$ cat src/rtl/vblank_task_scheduler_pkg.sv
// Types and widths for the vblank task scheduler.
package vblank_task_scheduler_pkg;
  typedef enum logic [1:0] {
    ST_IDLE = 2'd0,
    ST_REQ  = 2'd1,
    ST_GAP  = 2'd2
  } sched_state_t;

  localparam int WD_W  = 10;
  localparam int DIV_W = 4;
  localparam int FC_W  = 8;
endpackage

$ cat src/rtl/video_timing_pkg.sv
// Raster geometry shared by the video timing generator and the blocks that
// key off its sx/sy counters.
package video_timing_pkg;
  localparam int HA_END = 639;
  localparam int VA_END = 479;
  localparam int LINE   = 799;
  localparam int SCREEN = 524;
endpackage

$ cat src/rtl/vblank_task_scheduler_if.sv
// Request/acknowledge bundle between the scheduler and the game-logic units.
interface vblank_task_scheduler_if #(
  parameter int NUM_TASKS = 4
);
  logic [NUM_TASKS-1:0] task_req;
  logic [NUM_TASKS-1:0] task_ack;

  modport master (output task_req, input task_ack);
  modport slave  (input task_req, output task_ack);
endinterface

$ cat src/rtl/sched_watchdog.sv
// Loadable per-task timeout counter; expire flags the cycle the count equals TIMEOUT.
module sched_watchdog #(
  parameter int WIDTH   = 10,
  parameter int TIMEOUT = 1023
) (
  input  logic             clk,
  input  logic             rst_n,
  input  logic             i_clear,
  input  logic             i_load,
  input  logic [WIDTH-1:0] i_load_val,
  input  logic             i_inc,
  output logic             o_expire
);
  logic [WIDTH-1:0] r_count;

  // NOTE: clocked state uses non-blocking assignments so every register samples pre-edge values.
  always_ff @(posedge clk or negedge rst_n) begin
    if (!rst_n) begin
      r_count <= '0;
    end else if (i_clear) begin
      r_count <= '0;
    end else if (i_load) begin
      r_count <= i_load_val;
    end else if (i_inc) begin
      r_count <= r_count + WIDTH'(1);
    end
  end

  assign o_expire = (r_count == WIDTH'(TIMEOUT));
endmodule

$ cat src/rtl/vblank_task_scheduler.sv
// Issues one req/ack handshake per game-logic task during vertical blanking,
// with a per-task timeout and an end-of-frame deadline abort.
module vblank_task_scheduler
  import vblank_task_scheduler_pkg::*;
#(
  parameter int NUM_TASKS = 4,
  parameter int VA_END    = video_timing_pkg::VA_END,
  parameter int LINE      = video_timing_pkg::LINE,
  parameter int SCREEN    = video_timing_pkg::SCREEN,
  parameter int TIMEOUT   = 1023,
  parameter int FRAME_DIV = 1
) (
  input  logic                    clk,
  input  logic                    rst_n,
  input  logic [9:0]              sx,
  input  logic [9:0]              sy,
  input  logic                    enable,
  vblank_task_scheduler_if.master task_bus,
  output logic                    busy,
  output logic                    frame_tick,
  output logic [FC_W-1:0]         frame_count,
  output logic                    overrun,
  output logic                    timeout_err,
  input  logic                    err_clear
);
  localparam int IDX_W = (NUM_TASKS > 1) ? $clog2(NUM_TASKS) : 1;
  localparam logic [IDX_W-1:0] LAST_IDX = IDX_W'(NUM_TASKS - 1);
  localparam logic [DIV_W-1:0] DIV_LAST = DIV_W'(FRAME_DIV - 1);

  sched_state_t         r_state;
  logic [IDX_W-1:0]     r_idx;
  logic [DIV_W-1:0]     r_div;
  logic [NUM_TASKS-1:0] r_task_req;
  logic                 r_busy;
  logic                 r_tick;
  logic [FC_W-1:0]      r_frame_count;
  logic                 r_overrun;
  logic                 r_timeout_err;

  logic             w_vstart;
  logic             w_deadline;
  logic             w_start;
  logic             w_abort;
  logic             w_ack;
  logic             w_expire;
  logic [IDX_W-1:0] w_next_idx;

  assign w_vstart   = (sx == 10'd0) && (sy == 10'(VA_END + 1));
  assign w_deadline = (sx == 10'(LINE)) && (sy == 10'(SCREEN));
  assign w_start    = w_vstart && enable && (r_div == '0) && (r_state == ST_IDLE);
  assign w_abort    = w_deadline && (r_state != ST_IDLE);
  assign w_ack      = task_bus.task_ack[r_idx];
  assign w_next_idx = r_idx + IDX_W'(1);

  sched_watchdog #(
    .WIDTH   (WD_W),
    .TIMEOUT (TIMEOUT)
  ) u_watchdog (
    .clk        (clk),
    .rst_n      (rst_n),
    .i_clear    ((r_state == ST_GAP) || w_abort),
    .i_load     (w_start),
    .i_load_val ('0),
    .i_inc      (r_state == ST_REQ),
    .o_expire   (w_expire)
  );

  always_ff @(posedge clk or negedge rst_n) begin
    if (!rst_n) begin
      r_state       <= ST_IDLE;
      r_idx         <= '0;
      r_div         <= '0;
      r_task_req    <= '0;
      r_busy        <= 1'b0;
      r_tick        <= 1'b0;
      r_frame_count <= '0;
      r_overrun     <= 1'b0;
      r_timeout_err <= 1'b0;
    end else begin
      r_tick <= 1'b0;
      // The divider counts every enabled vstart, even ones that land while busy.
      if (w_vstart && enable) begin
        r_div <= (r_div == DIV_LAST) ? '0 : r_div + DIV_W'(1);
      end
      if (err_clear) begin
        r_overrun     <= 1'b0;
        r_timeout_err <= 1'b0;
      end

      if (w_abort) begin
        r_state    <= ST_IDLE;
        r_task_req <= '0;
        r_busy     <= 1'b0;
        r_idx      <= '0;
        r_overrun  <= 1'b1;
      end else begin
        unique case (r_state)
          ST_IDLE: begin
            if (w_start) begin
              r_state       <= ST_REQ;
              r_idx         <= '0;
              r_task_req    <= NUM_TASKS'(1);
              r_busy        <= 1'b1;
              r_tick        <= 1'b1;
              r_frame_count <= r_frame_count + FC_W'(1);
            end
          end
          ST_REQ: begin
            // Ack wins over a simultaneous expiry; a timed-out task is simply skipped.
            if (w_ack || w_expire) begin
              r_task_req <= '0;
              if (!w_ack) r_timeout_err <= 1'b1;
              if (r_idx == LAST_IDX) begin
                r_state <= ST_IDLE;
                r_busy  <= 1'b0;
                r_idx   <= '0;
              end else begin
                r_state <= ST_GAP;
              end
            end
          end
          ST_GAP: begin
            r_state    <= ST_REQ;
            r_idx      <= w_next_idx;
            r_task_req <= NUM_TASKS'(1) << w_next_idx;
          end
          default: r_state <= ST_IDLE;
        endcase
      end
    end
  end

  assign task_bus.task_req = r_task_req;
  assign busy              = r_busy;
  assign frame_tick        = r_tick;
  assign frame_count       = r_frame_count;
  assign overrun           = r_overrun;
  assign timeout_err       = r_timeout_err;
endmodule
$ cat src/flat_wrapper.sv
// flat-port wrapper written by rule: the top's interface ports become plain ports
module vblank_task_scheduler_flat import vblank_task_scheduler_pkg::*;
#(
  parameter int NUM_TASKS = 4,
  parameter int VA_END    = video_timing_pkg::VA_END,
  parameter int LINE      = video_timing_pkg::LINE,
  parameter int SCREEN    = video_timing_pkg::SCREEN,
  parameter int TIMEOUT   = 1023,
  parameter int FRAME_DIV = 1
)
  (clk, rst_n, sx, sy, enable, busy, frame_tick, frame_count, overrun, timeout_err, err_clear, task_bus_task_req, task_bus_task_ack);
  vblank_task_scheduler_if #(.NUM_TASKS(NUM_TASKS)) task_bus_i ();
  input  logic clk;
  input  logic rst_n;
  input  logic [9:0] sx;
  input  logic [9:0] sy;
  input  logic enable;
  output logic busy;
  output logic frame_tick;
  output logic [FC_W-1:0] frame_count;
  output logic overrun;
  output logic timeout_err;
  input  logic err_clear;
  output wire logic [$bits(task_bus_i.task_req)-1:0] task_bus_task_req;
  input wire logic [$bits(task_bus_i.task_ack)-1:0] task_bus_task_ack;
  assign task_bus_task_req = task_bus_i.task_req;
  assign task_bus_i.task_ack = task_bus_task_ack;
  vblank_task_scheduler #(.NUM_TASKS(NUM_TASKS), .VA_END(VA_END), .LINE(LINE), .SCREEN(SCREEN), .TIMEOUT(TIMEOUT), .FRAME_DIV(FRAME_DIV)) u_core (.clk(clk), .rst_n(rst_n), .sx(sx), .sy(sy), .enable(enable), .task_bus(task_bus_i), .busy(busy), .frame_tick(frame_tick), .frame_count(frame_count), .overrun(overrun), .timeout_err(timeout_err), .err_clear(err_clear));
endmodule
$ cat config.mk
export PLATFORM = sky130hd
export DESIGN_NAME = vblank_task_scheduler_flat
export DESIGN_NICKNAME = d
export VERILOG_FILES = /design/src/rtl/vblank_task_scheduler_pkg.sv /design/src/rtl/video_timing_pkg.sv /design/src/rtl/vblank_task_scheduler_if.sv /design/src/rtl/sched_watchdog.sv /design/src/rtl/vblank_task_scheduler.sv /design/src/flat_wrapper.sv
export SDC_FILE = /design/constraint.sdc
export NUM_CORES = 1
export LEC_CHECK = 0
export ABC_AREA = 1
export ABC_CLOCK_PERIOD_IN_PS = 2500
export BUFFER_PORTS_ARGS = -buffer_cell sky130_fd_sc_hd__buf_2
export CORE_UTILIZATION = 55
export DETAILED_ROUTE_END_ITERATION = 6
export PLACE_DENSITY = 0.8
export SKIP_CTS_REPAIR_TIMING = 1
export SYNTH_ARGS = -nofsm -noshare
export SYNTH_HDL_FRONTEND = slang
export SYNTH_SLANG_ARGS = --single-unit
$ cat constraint.sdc
create_clock -name clk -period 2.5 [get_ports clk]
set_clock_uncertainty 0.1 [all_clocks]
set_input_delay 0.5 -clock clk [delete_from_list [all_inputs] [get_ports clk]]
set_output_delay 0.5 -clock clk [all_outputs]
set_load 0.01 [all_outputs]
## Yosys cells after proc, flatten, opt, wreduce, memory -nomap -nowiden

Cells that the tools add are included.

| cells by class | value |
|---|---|
| shifts and indexed selects | 1 |
| add/sub/neg operators | 4 |
| muxes and demuxes | 35 |
| reductions and logical operators | 21 |
| order comparisons | 1 |
| equality and inequality tests | 10 |
| bitwise gates (word level) | 1 |

Operators with widths:

| cell | number |
|---|---|
| == test 10 bit (second input constant) | 3 |
| two-way mux 10 bit | 3 |
| two-way mux 2 bit | 8 |
| two-way mux 4 bit | 4 |
| two-way mux 1 bit | 15 |
| one-hot mux 2 bit (3 select lines) | 2 |
| one-hot mux 4 bit (3 select lines) | 1 |
| adder 10 x 1 -> 10 bit (second input constant) | 1 |
| == test 10 x 9 -> 1 bit (second input constant) | 1 |
| logical NOT 10 bit | 1 |
| adder 8 x 1 -> 8 bit (second input constant) | 1 |
| AND reduction 4 bit | 2 |
| logical AND 1 bit | 6 |
| != test 3 x 1 -> 1 bit (second input constant) | 2 |
| AND reduction 3 bit | 2 |
| nonzero test 3 bit | 2 |
| adder 4 x 1 -> 4 bit (second input constant) | 1 |
| == test 2 bit (second input constant) | 2 |
| logical NOT 4 bit | 1 |
| nonzero test 2 bit | 2 |
| nonzero test 4 bit | 1 |
| left shift 1 x 2 -> 4 bit (first input constant) | 1 |
| < comparator 2 x 3 -> 1 bit (second input constant) | 1 |
| != test 3 x 2 -> 1 bit (second input constant) | 1 |
| 8 further kinds | 9 |

| storage, ports and cells | value |
|---|---|
| bits of input ports | 28 |
| logic and storage cells | 83 |
| output and inout port bits | 16 |
| register bits after elaboration | 34 |

## Depth between registers and ports, before layout

| depth | value |
|---|---|
| word-level depth | 8 |
| depth in mapped cells | 12 |
| depth with buffers taken out | 12 |

## Modules after synthesis

From an unflattened synthesis, not the netlist that was laid out.

| unflattened totals | value |
|---|---|
| cells, all modules | 319 |
| area total of the unflattened synthesis | 2,333.5 um^2 |

By module, submodules not included:

| module | cells each | seq. area each (um^2) | area an instance (um^2) | instances |
|---|---|---|---|---|
| vblank_task_scheduler | 213 | 600.6 | 1,635.3 | 1 |
| sched_watchdog | 106 | 250.2 | 698.2 | 1 |

## Least setup slack after synthesis

Ideal clock, no wire load.

| path | value |
|---|---|
| kind | reg-to-reg |
| start point | register u_core.r_state[1] |
| end point | register u_core.u_watchdog.r_count[8] |
| cell stages (with the launch flop) | 9 |
| arrival | 1.505 ns |
| path slack | 0.772 ns |
| buffers on the path | 1 |
| period minus slack after synthesis | 1.728 ns |
| required time | 2.277 ns |
| cell sequence | dfrtp_1 -> inv_1 -> ha_1 -> buf_4 -> inv_1 -> nor4_1 -> nand3_1 -> xor2_1 -> nor2_1 |

| on the way | value |
|---|---|
| longest elaborated chain between the ends | 4 |
| elaborated cells on any way between the ends | 10 |
| classes of those cells | eq/ne: 2; mux: 2; reduce/logical: 6 |

Ends and longest elaborated chain:

| item | line | RTL |
|---|---|---|
| start: declaration | vblank_task_scheduler.sv:30 | `sched_state_t r_state;` |
| start signal: assignment | vblank_task_scheduler.sv:70 | `r_state <= ST_IDLE;` |
| start signal: assignment | vblank_task_scheduler.sv:91 | `r_state <= ST_IDLE;` |
| start signal: assignment | vblank_task_scheduler.sv:100 | `r_state <= ST_REQ;` |
| logical NOT 2 bit / nonzero test 2 bit (equally long branches) | vblank_task_scheduler.sv:50, vblank_task_scheduler.sv:51 |  |
| logical AND 1 bit (on tied branches) | vblank_task_scheduler.sv:50, vblank_task_scheduler.sv:51 |  |
| two-way mux 10 bit / logical OR 1 bit (equally long branches) | sched_watchdog.sv:22, vblank_task_scheduler.sv:61 |  |
| two-way mux 10 bit / nonzero test 3 bit (equally long branches) | - |  |
| end signal: assignment | sched_watchdog.sv:23 | `r_count <= i_load_val;` |
| end signal: assignment | sched_watchdog.sv:25 | `r_count <= r_count + WIDTH'(1);` |
| end: declaration | sched_watchdog.sv:14 | `logic [WIDTH-1:0] r_count;` |

Parallel ways exist; a longest one is shown, timed or not.
A chain may end at the register's enable or synchronous reset.

## Worst setup path after layout

Same ends and word-level chain as after synthesis.

==> run metrics <==
cell taking the most area after synthesis dfrtp_1; uppermost routed layer met4; crit end category register; nets 388; DRC 0; Worst setup SP type register; maximum vdd ir drop 0.3076 mV; row count 22; Final Hold Fails 0; # fillers 343; Floorplan Core Area 3744 µm²; total CTS buffers 5; post-DP HPWL 3.413 mm; Final Slew Violations 0; main flop type after synthesis dfrtp_1; met2 routed WL 2.089 mm; status finished, final reports clean; Distinct cells, synth 28; sequential element share of the synthesized area 0.3872; Crit path arrival time 2.17 ns; Setup-failing EPs final 0; final WL 4.469 mm; Post-Syn Instances 299; io pins 44; CTS max path bufs 2; Mapped Area 2197 µm²; ys async rst share 1.000; FF-to-FF setup slack 0.39 ns; largest net degree at the start of global routing 35; met3 WL 119 µm; initial drt markers 187; Max Cap Viol 0; pwr dens 396.0 nW/µm²; origin of the critical flop-to-flop path u_core.r_state[1]$_DFFE_PN0P_; clock latency on the worst-skew pair 0.28 ns; Die Y 65.21 µm; CTS HTree Levels 2; Worst Hold Class input pin to asynchronous set/reset pin; Die Width 65.21 µm; measured slew at the worst slew-check pin 0.7462 ns; yosys warns 0; M1 wire length 2.166 mm; Port Buffers 43; Vias 1,996; #FFs+latches synth 34; Pre-antenna DRT Iters 4; gr ovfl total 0; relative slew slack 0.5025; FMAX 0.4744 GHz; WS Path Type register to register; required time worst endpoint 2.56 ns; vias in the first global route 1,916; Final Instance Count excl. Fillers 395; net count after synthesis 339; post-DR wirelength/cell 11.31 µm; routability cong. 0.8822; Lkg Pwr 1.345 nW; final setup TNS 0 ns; Tot GR Track Use 0.2372; # diodes 0; placed instance count 389; synth top area cells dfrtp_1 39%, nand2_1 12%, nor2_1 8.0%; area delta synth->final 15.95%; CTS Sinks 34; CTS tree yes; post-route ant nets 0; post-synth top area share 0.3872; ratio of cells with drive above 1 in the final layout 0.1844; most numerous cell in the Yosys netlist nand2_1; min Tclk post-route 2.108 ns; Overall Power 1.009 mW; Synth top cells by count 68 x nand2_1, 47 x nor2_1, 43 x inv_1; Via density 5.053; number of flops mapped to enable cells by yosys 0; first-pass GRT wire length 7.776 mm; mean post-synth cell area 7.348 µm²; Clock transition at path regs 0.07 ns; initial antenna violation count 0; starting density of the core 0.5869; Clock Tree Root clkbuf_8; worst setup path startpoint u_core.r_state[1]$_DFFE_PN0P_; RSZ-0062 raised after global routing false; Final Cycle Share 0.8431; CP Max Fanout 8; die area 4252 µm²
[state kept, by name, summed over array words and instances (netlist names), 2 cells and up]
register,flops
u_core.r_state,2
u_core.r_div,4
u_core.task_bus.task_req,4
u_core.frame_count,8
u_core.r_idx,2
u_core.u_watchdog.r_count,10
[layout by cell type (no fill, tap or decap), drive strengths merged, types with 2 or more instances in the layout]
master / count
nor2: 53
xor2: 9
nand2: 69
nand3: 23
xnor2: 3
clkbuf: 6
ha: 12
dfrtp: 34
nor3: 9
buf: 43
a21oi: 7
nand3b: 2
o21ai: 11
inv: 44
nand4: 11
or2: 3
nor4: 2
[cell families after synthesis]
group | count (synthesis) | synth area share
compound gates | 23 | 0.05695
xor+xnor | 12 | 0.04784
fa+ha+maj | 12 | 0.06834
simple gates | 173 | 0.3610
buf+inv | 45 | 0.07859
flops | 34 | 0.3872
[worst max-delay path: stages, from the launching register on]
cell	delay (ns)
dfrtp_1	0.42
inv_1	0.09
ha_1	0.32
inv_1	0.20
nor4_1	0.48
nand3_1	0.15
xor2_1	0.17
nor2_1	0.05
[where the power goes]
| part | switching [mW] | leakage (nW) | internal, mW | total [mW] |
|---|---|---|---|---|
| clock network | 0.180 | 0.0431 | 0.212 | 0.392 |
| registers | 0.0000714 | 0.454 | 0.550 | 0.550 |
| logic | 0.0419 | 0.848 | 0.0248 | 0.0666 |
| total | 0.222 | 1.35 | 0.787 | 1.01 |
[cell type report]
cell class                      instances  area (µm²)  share of cell area
Inverter                               44       165.2             0.06483
Multi-Input combinational cell        220        1174              0.4607
Sequential cell                        34       850.8              0.3340
Tap cell                               48       60.06             0.02358
Timing Repair Buffer                   43       215.2             0.08448
Clock buffer                            6       82.58             0.03242
[through the flow]
stage	utilization	worst slack (ns)	instance area [µm²]	hold WS [ns]
final	0.6805	0.3922	2547	0.1793
after detailed placement	0.6584	0.4161	2465	0.3571
after global routing	0.6805	0.2471	2547	0.2543
after floorplan	-	0.7720	2197	0.1044
after global placement	0.6584	0.4982	2465	0.3550
after CTS	0.6805	0.4018	2547	0.2208
[metal layers]
layer  vias to the layer above  global-route usage
li1                       1045                   -
met1                       909              0.2884
met2                        33              0.3982
met3                         9             0.04167
met4                         0              0.1250
met5                         -                   0
[worst paths after layout]
check | to | cells past startpoint
hold reg to reg | u_core.busy$_DFFE_PN0P_ | 2
setup / recovery | u_core.u_watchdog.r_count[8]$_DFFE_PN0P_ | 7
hold / removal | u_core.task_bus.task_req[1]$_DFFE_PN0P_ | 1
min in group clk | u_core.overrun$_DFFE_PN0P_ | 2
setup reg to reg | u_core.u_watchdog.r_count[8]$_DFFE_PN0P_ | 7
max in group asynchronous | u_core.u_watchdog.r_count[1]$_DFFE_PN0P_ | 1
(Power assumes the default switching activity.)
